File: config.mk
export PLATFORM = sky130hd
export DESIGN_NAME = fifo_tx_drain_ctrl
export DESIGN_NICKNAME = d
export VERILOG_FILES = /design/src/rtl/fifo_tx_drain_ctrl_pkg.sv /design/src/rtl/fifo_tx_gap_counter.sv /design/src/rtl/fifo_tx_drain_ctrl.sv
export SDC_FILE = /design/constraint.sdc
export NUM_CORES = 1
export LEC_CHECK = 0
export CORE_AREA = 2 2 47 49
export CTS_BUF_LIST = sky130_fd_sc_hd__clkbuf_16
export CTS_CLUSTER_DIAMETER = 50
export DETAILED_ROUTE_END_ITERATION = 8
export DIE_AREA = 0 0 49 51
export DONT_BUFFER_PORTS = 1
export GPL_ROUTABILITY_DRIVEN = 1
export PLACE_DENSITY = 0.68
export SLEW_MARGIN = 20
export SYNTH_ARGS = -nofsm -noshare
export SYNTH_HDL_FRONTEND = slang
export SYNTH_SLANG_ARGS = --single-unit
File: constraint.sdc
create_clock -name Rclk -period 3.5 [get_ports Rclk]
set_input_delay 0 -clock Rclk [delete_from_list [all_inputs] [get_ports Rclk]]
set_output_delay 0 -clock Rclk [all_outputs]
set_load 0.03 [all_outputs]
File: src/rtl/fifo_tx_drain_ctrl_pkg.sv
// Shared definitions for the FIFO-to-UART drain sequencer: state encoding and default widths.
package fifo_tx_drain_ctrl_pkg;

  localparam int unsigned DATA_WIDTH_DEF = 8;
  localparam int unsigned GAP_WIDTH_DEF  = 4;

  typedef enum logic [1:0] {
    IDLE      = 2'b00,
    SEND      = 2'b01,
    WAIT_DONE = 2'b10,
    GAP       = 2'b11
  } drain_state_e;

endpackage

File: src/rtl/fifo_tx_gap_counter.sv
// Inter-frame gap counter: loads a cycle count, decrements toward zero, flags the last gap cycle.
module fifo_tx_gap_counter #(
  parameter int unsigned Gap_width = 4
) (
  input  logic                 clk_i,
  input  logic                 rst_ni,
  input  logic                 load_i,
  input  logic [Gap_width-1:0] load_val_i,
  input  logic                 dec_i,
  output logic                 tc_o
);

  logic [Gap_width-1:0] cnt_q, cnt_d;

  always_comb begin
    cnt_d = cnt_q;
    if (load_i) begin
      cnt_d = load_val_i;
    end else if (dec_i && (cnt_q != '0)) begin
      cnt_d = cnt_q - Gap_width'(1);
    end
  end

  always_ff @(posedge clk_i or negedge rst_ni) begin
    if (!rst_ni) begin
      cnt_q <= '0;
    end else begin
      cnt_q <= cnt_d;
    end
  end

  assign tc_o = (cnt_q == Gap_width'(1));

endmodule

File: src/rtl/fifo_tx_drain_ctrl.sv
// Read-domain sequencer popping FIFO words into UART_TX with a programmable inter-frame gap.
// Optional FIFO_TX_DRAIN_CNT_EN adds a popped-word counter and a sticky SEND-stall flag.
module fifo_tx_drain_ctrl
  import fifo_tx_drain_ctrl_pkg::*;
#(
  parameter int unsigned Data_width = DATA_WIDTH_DEF,
  parameter int unsigned Gap_width  = GAP_WIDTH_DEF
) (
  input  logic                  Rclk,
  input  logic                  Rrst,
  input  logic                  Enable,
  input  logic                  Rempty,
  input  logic [Data_width-1:0] Rdata,
  input  logic                  Tx_busy,
  input  logic [Gap_width-1:0]  Gap_cycles,
  output logic                  Rinc,
  output logic [Data_width-1:0] Tx_data,
  output logic                  Tx_valid,
  output logic                  Drain_active
`ifdef FIFO_TX_DRAIN_CNT_EN
  ,
  output logic [15:0]           Words_sent,
  output logic                  Tx_stall
`endif
);

  drain_state_e          state_q, state_d;
  logic                  rinc_q, rinc_d;
  logic [Data_width-1:0] data_q, data_d;
  logic                  valid_q, valid_d;
  logic                  gap_load, gap_dec, gap_tc;

  fifo_tx_gap_counter #(
    .Gap_width(Gap_width)
  ) u_gap (
    .clk_i      (Rclk),
    .rst_ni     (Rrst),
    .load_i     (gap_load),
    .load_val_i (Gap_cycles),
    .dec_i      (gap_dec),
    .tc_o       (gap_tc)
  );

  always_comb begin
    state_d  = state_q;
    rinc_d   = 1'b0;
    data_d   = data_q;
    valid_d  = valid_q;
    gap_load = 1'b0;
    gap_dec  = 1'b0;
    unique case (state_q)
      IDLE: begin
        if (Enable && !Rempty && !Tx_busy) begin
          state_d = SEND;
          data_d  = Rdata;
          rinc_d  = 1'b1;
          valid_d = 1'b1;
        end
      end
      SEND: begin
        if (Tx_busy) begin
          valid_d = 1'b0;
          state_d = WAIT_DONE;
        end
      end
      WAIT_DONE: begin
        if (!Tx_busy) begin
          if (Gap_cycles == '0) begin
            state_d = IDLE;
          end else begin
            gap_load = 1'b1;
            state_d  = GAP;
          end
        end
      end
      GAP: begin
        gap_dec = 1'b1;
        if (gap_tc) begin
          state_d = IDLE;
        end
      end
      default: state_d = IDLE;
    endcase
  end

  always_ff @(posedge Rclk or negedge Rrst) begin
    if (!Rrst) begin
      state_q <= IDLE;
      rinc_q  <= 1'b0;
      data_q  <= '0;
      valid_q <= 1'b0;
    end else begin
      state_q <= state_d;
      rinc_q  <= rinc_d;
      data_q  <= data_d;
      valid_q <= valid_d;
    end
  end

  assign Rinc         = rinc_q;
  assign Tx_data      = data_q;
  assign Tx_valid     = valid_q;
  assign Drain_active = (state_q != IDLE);

`ifdef FIFO_TX_DRAIN_CNT_EN
  logic [15:0] words_q;
  logic [7:0]  send_cnt_q;
  logic        stall_q;

  // send_cnt_q holds the SEND cycles already completed, so 8'hFF marks the 256th cycle.
  always_ff @(posedge Rclk or negedge Rrst) begin
    if (!Rrst) begin
      words_q    <= '0;
      send_cnt_q <= '0;
      stall_q    <= 1'b0;
    end else begin
      if (rinc_d) begin
        words_q <= words_q + 16'd1;
      end
      if (state_q == SEND) begin
        if (send_cnt_q == 8'hFF) begin
          stall_q <= 1'b1;
        end else begin
          send_cnt_q <= send_cnt_q + 8'd1;
        end
      end else begin
        send_cnt_q <= '0;
      end
    end
  end

  assign Words_sent = words_q;
  assign Tx_stall   = stall_q;
`endif

endmodule

After elaboration in Yosys (flattened, before gate mapping) --
Index checks and enable logic that the tools add are counted.
Cells by class: add/sub/neg operators 1, multipliers 0, div/mod/pow operators 0, order comparisons 0, equality and inequality tests 8, shift operators 0, muxes and demuxes 17, bitwise gates (word level) 0, reductions and logical operators 14
Operators with widths (number):
- two-way mux 2 bit | 5
- two-way mux 1 bit | 8
- two-way mux 4 bit | 2
- != test 2 bit, second input constant | 4
- case mux 2 bit (4 select lines) | 1
- nonzero test 2 bit | 3
- equality test 2 bit, second input constant | 2
- equality test 4 x 1 -> 1 bit, second input constant | 1
- logical NOT 4 bit | 1
- AND reduction 4 bit | 1
- nonzero test 4 bit | 1
- subtractor 4 x 1 -> 4 bit, second input constant | 1
- logical AND 1 bit | 3
- AND reduction 3 bit | 1
- equality test 2 x 1 -> 1 bit, second input constant | 1
- logical NOT 1 bit | 2
- logical NOT 2 bit | 1
- case mux 1 bit (2 select lines) | 1
- AND reduction 2 bit | 1
Storage, ports and cells: flip-flop bits (word level) 16, bits in latches 0, RAM bits 0, bits in read-only memories 0, input bits 17, output and inout port bits 11, word-level logic and storage cells 45, memories kept 0

Logic depth before layout (Yosys ltp) --
Gate-level depths: netlist of run 1.
depth after elaboration 5, mapped depth 5, depth with buffers taken out 5

Cells and area by module --
From an unflattened synthesis of run 1, not the netlist that was laid out.
Second synthesis, totals: cells, all modules 70, area total of the unflattened synthesis 817.0 um^2
Modules (own cells, without submodules):
- fifo_tx_drain_ctrl | times used 1, cells an instance 41, area each 534.3 um^2
- fifo_tx_gap_counter | times used 1, cells an instance 29, area each 282.8 um^2

Worst setup path before layout of run 1 --
OpenSTA, ideal clock, no wires.
kind flip-flop to flip-flop, start register u_gap.cnt_q[0], end register u_gap.cnt_q[0], setup time 0.123 ns, arrival 1.293 ns, required time 3.377 ns, setup slack 2.084 ns, cell stages (with the launch flop) 6, path buffers 0, cells stage by stage dfrtp_1 > inv_1 > ha_1 > nor3b_1 > o22ai_2 > o221a_1
Between the ends: cells in the longest elaborated chain, start to end 3, elaborated cells between the ends (all ways) 6
RTL lines:
- from (decl) | RTL line fifo_tx_gap_counter.sv:13 | logic [Gap_width-1:0] cnt_q, cnt_d;
- from (signal assigned) | RTL line fifo_tx_gap_counter.sv:28 | cnt_q <= cnt_d;
- subtractor 4 x 1 -> 4 bit or nonzero test 4 bit (tied branches) | RTL line fifo_tx_gap_counter.sv:20, fifo_tx_gap_counter.sv:19
- two-way mux 4 bit or logical AND 1 bit (tied branches) | RTL line fifo_tx_gap_counter.sv:19 | end else if (dec_i && (cnt_q != '0)) begin
- two-way mux 4 bit or nonzero test 2 bit (tied branches)
Several ways; a longest one is shown, not always the timed one. The select of a mux whose other input is x is not followed. A chain may end at the register's enable or synchronous reset.

Final worst setup path of run 1 --
Same ends and word-level chain as after synthesis.

==> flow_metrics.env, run 1 <==
export IMPL_status="finished clean"
export IMPL_num_io_pins=28
export IMPL_register_area_um2=400.4
export IMPL_ant_nets=0
export IMPL_grt_pass1_wl_um=2973
export IMPL_pwr_share_comb=0.308
export IMPL_synth_most_common_cell="dfrtp_1"
export IMPL_max_vdd_ir_drop_mv=0.4915
export IMPL_tns_ps=0
export IMPL_synth_cell_type_count=32
export IMPL_drt_pass1_iter_count=4
export IMPL_portBuffers=0
export IMPL_cts_resized=0
export IMPL_numCtsBuffers=3
export IMPL_area_growth_pct=25.90
export IMPL_synthCells=72
export IMPL_ys_flop_type="dfrtp_1"
export IMPL_clock_latency_ps=240
export IMPL_yosys_area_top_type_share=0.4604
export IMPL_hold_viol=0
export IMPL_worstPathCellList="inv_1, ha_1, nor3b_1, o22ai_2, o221a_1"
export IMPL_crit_type="register to register"
export IMPL_synth_common_cells="16 x dfrtp_1, 8 x mux2_4, 6 x o21ai_0"
export IMPL_die_h_um=51
export IMPL_hold_path_cell_count=3
export IMPL_rsz0062_at_grt="no"
export IMPL_drv_slew=0
export IMPL_antenna_found_initial=0
export IMPL_num_antenna_cells=0
export IMPL_fin_skew_ps=3.046
export IMPL_r2r_slack_ps=1860
export IMPL_yosysSeqAreaShare=0.4604
export IMPL_multiInputGateArea_um2=431.7
export IMPL_layout_nets=107
export IMPL_clockBufferDepth=2
export IMPL_worstMarginPinSlew_ps=680.8
export IMPL_finalSetupViolCount=0
export IMPL_via_count=624
export IMPL_cp_end_kind="register"
export IMPL_grt_usage=0.1601
export IMPL_max_cap_viol_count=0
export IMPL_power_density_nw_per_um2=902.3
export IMPL_overflow=0
export IMPL_die_area_um2=2499
export IMPL_cts_tree="done"
export IMPL_critPathMaxStageDelay_ps=420
export IMPL_reg2regPathDepth=5
export IMPL_cts_root_buffer="clkbuf_16"
export IMPL_seq_power_share=0.468
export IMPL_p_leak_nw=0.5055
export IMPL_synth_avg_cell_area_um2=12.08
export IMPL_worstSetupStartpointType="register"
export IMPL_grt_max_degree=17
export IMPL_htree_levels=1
export IMPL_drt_first_iter_violations=8
export IMPL_initial_core_util=0.4215
export IMPL_internal_power_mw=0.5929
export IMPL_routed_wl_um=1780
export IMPL_cp_required_ps=3630
export IMPL_fmax_ghz=0.6112
export IMPL_yosys_warnings=0
export IMPL_fin_crit_ps=1636
export IMPL_pwr_share_clk=0.224
export IMPL_critPathArrivalTime_ps=1770
export IMPL_grt_pass1_vias=661
export IMPL_layout_drive_gt1_share=0.2529
export IMPL_sw_frac_of_total=0.3998
export IMPL_die_w_um=49
export IMPL_fin_hold_ws_ps=24.56
export IMPL_wl_per_cell_um=15.48
export IMPL_ys_ff_latch=16
export IMPL_hp_class="primary input to register"
export IMPL_rows=17
export IMPL_via_per_inst=5.426
export IMPL_drc_errors=0
export IMPL_critPathSlowestCell="dfrtp_1"
export IMPL_dp_hpwl_um=1131
export IMPL_fin_crit_sh=0.4675
export IMPL_async_flop_share=1.000
export IMPL_path_max_fanout=5
export IMPL_fin_util=0.5306
export IMPL_nFillCells=176
export IMPL_synth_nets=91
export IMPL_core_area_um2=2063
export IMPL_mappedNetlistArea_um2=869.6
export IMPL_switchingPower_mw=0.3950
export IMPL_synth_edff_count=0
export IMPL_clk_pin_slew_ps=50
export IMPL_synth_top_area_cell="dfrtp_1"
export IMPL_synth_area_leaders="dfrtp_1 46%, mux2_4 14%, o21ai_0 3.5%, ha_1 2.9%, inv_1 2.2%"
export IMPL_gp_congestion=0.7910
export IMPL_cts_sinks=16
export IMPL_slew_headroom=0.5446
## final timing paths
kind,endpoint,startpoint
worst min-delay path,Tx_valid,Rempty
worst max register to register,u_gap.cnt_q[0],u_gap.cnt_q[0]
min in group asynchronous,u_gap.cnt_q[2],Rrst
worst max-delay path,u_gap.cnt_q[0],u_gap.cnt_q[0]
max in group asynchronous,Tx_data[6],Rrst
worst min register to register,u_gap.cnt_q[3],u_gap.cnt_q[3]
## power groups by stage
stage | clock network (mW) | logic (mW) | registers, mW
detailed placement | 0 | 0.275 | 0.466
CTS | 0.224 | 0.299 | 0.463
global route | 0.233 | 0.335 | 0.476
global placement | 0 | 0.269 | 0.460
floorplan | 0 | 0.276 | 0.425
finish | 0.221 | 0.304 | 0.462
## sequential cells by signal, indices dropped and copies added (netlist names)
register,cells
Tx_data,8
u_gap.cnt_q,4
state_q,2
Rinc,1
Tx_valid,1
## worst max-delay path: cells and delay by family, from the launching register on
| family | cells | cell delay [ps] |
|---|---|---|
| buffers and inverters | 1 | 100 |
| DFF | 1 | 420 |
| and+or+nand+nor | 1 | 400 |
| adders and majority gates | 1 | 210 |
| AOI/OAI and AO/OA | 2 | 390 |
## metrics by stage
step / setup WS (ps) / area (um^2) / cells / total power, mW
after global placement: 2015 / 885.9 / 98 / 0.7290
after detailed placement: 1956 / 885.9 / 98 / 0.7411
after global routing: 1740 / 1095 / 115 / 1.045
after floorplan: 2084 / 869.6 / 72 / 0.7011
after CTS: 1946 / 1095 / 115 / 0.9856
final: 1864 / 1095 / 115 / 0.9878
## final cells by class
cell class                      instances  share of cell area
Clock buffer                            3             0.06857
Multi-Input combinational cell         49              0.3943
Sequential cell                        16              0.3657
Tap cell                               28             0.03200
Clock inverter                          1            0.003429
Inverter                                5             0.01714
Timing Repair Buffer                   13              0.1189
## routing by layer
metal  vias up  part of all wire  GRT usage  wire length [um]
met4         0             0.018    0.07619                32
met3         4             0.076    0.07018               136
li1        292                 -          -                 -
met1       294              0.42     0.1642               749
met5         -                 0          0                 0
met2        34              0.48     0.2808               861
## timing repair
item	4_1_cts	5_1_grt
hold buffers	13	0
setup buffers	0	0
endpoints found under the hold margin	30	0
## kinds of logic after synthesis
group                    synth area share
adder cells (fa/ha/maj)           0.02877
buffers and inverters             0.04317
multiplexers                       0.1496
AND/OR/NAND/NOR                    0.1842
AO/OA/AOI/OAI                      0.1338
flip-flops                         0.4604
## placed cells by master, fill, tap and decap left out, drive strengths merged
master	count
a211oi	1
a21oi	2
a22oi	1
a32oi	2
and2	1
clkbuf	3
clkinv	1
dfrtp	16
dlygate4sd3	13
ha	2
inv	5
mux2	8
mux2i	1
nand2	4
nand3	1
nor2	4
nor2b	2
nor3	1
nor3b	3
nor4	1
o21ai	6
o221a	1
o22ai	1
o32a	1
o41ai	1
or2	1
or3	1
or3b	2
or4	1
No activity file was read; power rests on OpenSTA's default activity.
==> run 2, diff against run 1 <==
Settings changed: PLACE_DENSITY 0.68 to 0.71.
Clock period 3.5 ns to 1.5 ns, I/O delays scaled along.
==> run 2 against run 1 <==
Compared with the run above: total power rose by 140%; sequential share of layout area fell by 1.3 points; first-iteration DRC count grew to 2.5 times the previous value; via count is 4.3% higher; core utilization up 2.0 points; global-route usage grew 0.14 points; flip-flop and latch count did not move; clock-buffer cell count is the same; clock skew up 1.1 ps; design area up 3.8%; wire length up 0.62%; critical endpoint is now state_q[0].
==> flow_metrics.env, run 2 (synthesis results as in run 1) <==
export IMPL_status="finished clean"
export IMPL_total_power_mw=2.394
export IMPL_crit_type="register to register"
export IMPL_grt_pass1_wl_um=2884
export IMPL_cts_sinks=16
export IMPL_worstMarginPinSlew_ps=697.2
export IMPL_portBuffers=0
export IMPL_dp_hpwl_um=1250
export IMPL_clock_latency_ps=250
export IMPL_grt_pass1_vias=647
export IMPL_die_area_um2=2499
export IMPL_rsz0062_at_grt="no"
export IMPL_num_antenna_cells=0
export IMPL_p_leak_nw=0.5210
export IMPL_cp_required_ps=1620
export IMPL_gp_congestion=0.9148
export IMPL_fin_skew_ps=4.135
export IMPL_via_count=651
export IMPL_ant_nets=0
export IMPL_fmax_ghz=0.6999
export IMPL_rows=17
export IMPL_fin_crit_sh=0.9525
export IMPL_via_per_inst=5.517
export IMPL_clk_pin_slew_ps=50
export IMPL_area_growth_pct=30.65
export IMPL_cts_tree="done"
export IMPL_die_h_um=51
export IMPL_power_density_nw_per_um2=2107
export IMPL_worstSetupStartpointType="register"
export IMPL_path_max_fanout=3
export IMPL_tns_ps=0
export IMPL_hp_class="primary input to register"
export IMPL_cts_root_buffer="clkbuf_16"
export IMPL_drt_first_iter_violations=20
export IMPL_core_area_um2=2063
export IMPL_nFillCells=179
export IMPL_drc_errors=0
export IMPL_htree_levels=1
export IMPL_max_cap_viol_count=0
export IMPL_grt_usage=0.1615
export IMPL_max_vdd_ir_drop_mv=1.291
export IMPL_overflow=0
export IMPL_drt_pass1_iter_count=4
export IMPL_layout_drive_gt1_share=0.3333
export IMPL_numCtsBuffers=3
export IMPL_final_cell_mix="16 x dfrtp_1, 13 x dlygate4sd3_1, 8 x mux2_4, 6 x o21ai_0"
export IMPL_final_common_cell="dfrtp_1"
export IMPL_cp_end_kind="register"
export IMPL_fin_crit_ps=1429
export IMPL_drv_slew=0
export IMPL_finalSetupViolCount=0
export IMPL_dpl_cell_area_um2=900.9
export IMPL_slew_headroom=0.5337
export IMPL_fin_area_um2=1136
export IMPL_num_io_pins=28
export IMPL_initial_core_util=0.4215
export IMPL_layout_nets=110
export IMPL_fin_util=0.5506
export IMPL_critPathArrivalTime_ps=1550
export IMPL_grt_max_degree=17
export IMPL_wl_per_cell_um=15.18
export IMPL_routed_wl_um=1791
export IMPL_die_w_um=49
export IMPL_antenna_found_initial=0
export IMPL_clockBufferDepth=2
export IMPL_hold_viol=0
export IMPL_largest_reg_flops=8
run 2: changes by cell type in the layout (fill, tap and decap cells not counted):
cell / change
ha_2: +1
nor3b_4: +1
inv_1: -2
a22oi_2: +1
inv_2: +2
ha_1: -1
a22oi_1: -1
nor3b_1: -1
buf_4: +3
run 2: critical path, stage by stage (launching register included):
cell and delay, ps:
dfrtp_1 390, inv_2 80, ha_1 130, or3b_2 460, a22oi_2 140, mux2i_1 100
run 2: final cells by class:
cell class              instances  area, um^2  share of cell area
flip-flops and latches         16       400.4              0.3524
clock inverters                 1       3.754            0.003304
repair buffers                 16       152.6              0.1344
well taps                      28       35.03             0.03084
multi-input cells              49       450.4              0.3965
clock buffers                   3       75.07             0.06608
inverters                       5       18.77             0.01652
run 2: final timing paths:
kind                                     start              to  slack (ps)  depth (start not counted)
worst max-delay path            u_gap.cnt_q[1]      state_q[0]          70                          5
worst min-delay path                    Rempty            Rinc          30                          3
worst max register to register  u_gap.cnt_q[1]      state_q[0]          70                          5
worst min register to register  u_gap.cnt_q[1]  u_gap.cnt_q[1]         620                          2
max in group asynchronous                 Rrst      Tx_data[3]         810                          1
min in group asynchronous                 Rrst        Tx_valid         240                          1
run 2: what timing repair did:
| action | CTS | global route |
|---|---|---|
| pin swaps | 0 | 0 |
| gates resized for setup | 2 | 4 |
| setup buffers | 0 | 1 |
| hold endpoints to repair | 29 | 0 |
| hold buffers | 13 | 0 |
| setup endpoints to repair | 2 | 3 |
run 2: routing by layer:
layer / vias up / GRT usage / part of all wire
met5: - / 0 / 0
met4: 0 / 0.1000 / 0.025
met3: 4 / 0.06433 / 0.079
met2: 32 / 0.2603 / 0.48
met1: 314 / 0.1794 / 0.41
li1: 301 / - / -
run 2: per-stage QoR:
step | std cells | hold slack, ps | worst slack [ps]
floorplan | 72 | -295.6 | 84.46
global placement | 100 | -295.3 | 27.21
detailed placement | 100 | -295.3 | -29.18
CTS | 117 | 34.72 | 20.78
global route | 118 | 54.61 | 12.76
finish | 118 | 30.14 | 71.22
run 2: power by group:
part           switching [mW]  internal (mW)
Sequential              0.470          0.628
Clock                   0.162          0.353
Combinational           0.318          0.463
==> run 3, diff against run 2 <==
Settings changed: CTS_CLUSTER_SIZE set to 25, REMOVE_ABC_BUFFERS set to 1.
==> run 3 against run 2 <==
Compared with the run above: global-route usage up 0.17 points; via count shrank 2.2%; fmax shrank 0.54%; clock power about the same; die area is the same; critical path depth is the same; core utilization decreased by 0.49 points; combinational power is 4.0% lower; worst setup slack lost 7.7 ps; register-to-register slack about the same; sequential share of layout area grew 0.31 points; critical path type unchanged; critical endpoint is now u_gap.cnt_q[0]; highest routed layer unchanged.
==> flow_metrics.env, run 3 (synthesis results as in run 1) <==
export IMPL_status="finished clean"
export IMPL_die_h_um=51
export IMPL_hold_viol=0
export IMPL_crit_family="simple AND/OR/NAND/NOR gates"
export IMPL_cp_required_ps=1630
export IMPL_fin_ws_ps=63.48
export IMPL_via_per_inst=5.444
export IMPL_grt_usage=0.1632
export IMPL_reg2regPathDepth=5
export IMPL_grt_pass1_wl_um=3118
export IMPL_power_density_nw_per_um2=2099
export IMPL_routed_wl_um=1781
export IMPL_worstSetupStartpointType="register"
export IMPL_hp_class="primary input to register"
export IMPL_grt_pass1_vias=700
export IMPL_final_common_cell="dfrtp_1"
export IMPL_cts_sinks=16
export IMPL_critPathArrivalTime_ps=1560
export IMPL_initial_core_util=0.4215
export IMPL_p_leak_nw=0.5190
export IMPL_finalSetupViolCount=0
export IMPL_layout_nets=109
export IMPL_largest_reg_flops=8
export IMPL_die_area_um2=2499
export IMPL_slew_headroom=0.5291
export IMPL_crit_type="register to register"
export IMPL_critPathMaxStageDelay_ps=420
export IMPL_area_growth_pct=29.50
export IMPL_cts_tree="done"
export IMPL_core_area_um2=2063
export IMPL_fin_area_um2=1126
export IMPL_via_count=637
export IMPL_pre_cts_ws_ps=-19.47
export IMPL_critPathSlowestCell="dfrtp_1"
export IMPL_clock_latency_ps=240
export IMPL_wl_per_cell_um=15.22
export IMPL_dp_hpwl_um=1123
export IMPL_drv_slew=0
export IMPL_fin_crit_ps=1437
export IMPL_dpl_cell_area_um2=900.9
export IMPL_htree_levels=1
export IMPL_fmax_ghz=0.6961
export IMPL_max_vdd_ir_drop_mv=1.003
export IMPL_clk_pin_slew_ps=50
export IMPL_cts_root_buffer="clkbuf_16"
export IMPL_num_io_pins=28
export IMPL_drt_first_iter_violations=15
export IMPL_fin_util=0.5458
export IMPL_worstMarginPinSlew_ps=704.0
export IMPL_overflow=0
export IMPL_crit_cells=5
export IMPL_gp_congestion=0.8269
export IMPL_fin_skew_ps=2.140
export IMPL_clockBufferDepth=2
export IMPL_cp_num_buf_inv=1
export IMPL_portBuffers=0
export IMPL_fin_crit_sh=0.9577
export IMPL_ant_nets=0
export IMPL_layout_drive_gt1_share=0.3034
export IMPL_total_power_mw=2.363
export IMPL_max_cap_viol_count=0
export IMPL_hold_path_cell_count=3
export IMPL_cp_end_kind="register"
export IMPL_r2r_slack_ps=60
export IMPL_worstPathCellList="inv_1, ha_1, nor3b_4, or3_1, o221a_1"
export IMPL_final_cell_mix="16 x dfrtp_1, 13 x dlygate4sd3_1, 8 x mux2_4, 6 x o21ai_0, 4 x inv_1"
export IMPL_path_max_fanout=5
export IMPL_die_w_um=49
export IMPL_antenna_found_initial=0
export IMPL_drt_pass1_iter_count=4
export IMPL_numCtsBuffers=3
export IMPL_rows=17
export IMPL_grt_max_degree=17
export IMPL_drc_errors=0
export IMPL_rsz0062_at_grt="no"
export IMPL_num_antenna_cells=0
-- run 3: cell count changes in the layout (fill, tap and decap cells not counted) --
cell   change
ha_2       -1
inv_1      +1
inv_2      -1
ha_1       +1
buf_4      -1
-- run 3: per-layer routing --
layer	wire length (um)	share of wire	vias to the layer above	global-route usage
li1	-	-	298	-
met1	811	0.46	318	0.1823
met2	865	0.49	19	0.2900
met3	93	0.052	2	0.04678
met4	10	0.0056	0	0.07143
met5	0	0	-	0
-- run 3: per-stage QoR --
| stage | instances | TNS (ps) | hold WS, ps |
|---|---|---|---|
| global route | 117 | 0 | 59.21 |
| floorplan | 70 | 0 | -295.6 |
| CTS | 117 | 0 | 31.08 |
| finish | 117 | 0 | 28.13 |
| detailed placement | 100 | -19.47 | -295.2 |
| global placement | 100 | -24.22 | -295.2 |
-- run 3: path summary, 6_finish.rpt --
kind                                 from        endpoint
max                        u_gap.cnt_q[0]  u_gap.cnt_q[0]
min                                Rempty        Tx_valid
max reg2reg                u_gap.cnt_q[0]  u_gap.cnt_q[0]
min reg2reg                u_gap.cnt_q[1]  u_gap.cnt_q[1]
max in group asynchronous            Rrst      Tx_data[0]
min in group asynchronous            Rrst        Tx_valid
-- run 3: power breakdown --
group / total, mW / internal [mW] / switching, mW / leakage [nW]
registers: 1.10 / 0.628 / 0.472 / 0.192
clock network: 0.514 / 0.353 / 0.161 / 0.0385
logic: 0.749 / 0.442 / 0.308 / 0.288
total: 2.36 / 1.42 / 0.941 / 0.519
-- run 3: area by class of cell --
cell class / instances / area, um^2
Timing Repair Buffer: 15 / 145.1
Clock buffer: 3 / 75.07
Multi-Input combinational cell: 49 / 447.9
Fill cell: 185 / 937.1
Sequential cell: 16 / 400.4
Tap cell: 28 / 35.03
Clock inverter: 1 / 3.754
Inverter: 5 / 18.77
-- run 3: worst min-delay path: cells and delay by family --
family | cells | cell delay (ps)
simple gates | 1 | 30
compound gates | 2 | 190
-- run 3: what timing repair did --
item / in CTS / in global routing
hold buffers: 13 / 0
cloned: 0 / 0
pin swaps: 0 / 0
setup buffers: 0 / 0
endpoints found under the hold margin: 30 / 0
gates resized for setup: 1 / 3
endpoints found under the setup margin: 1 / 3
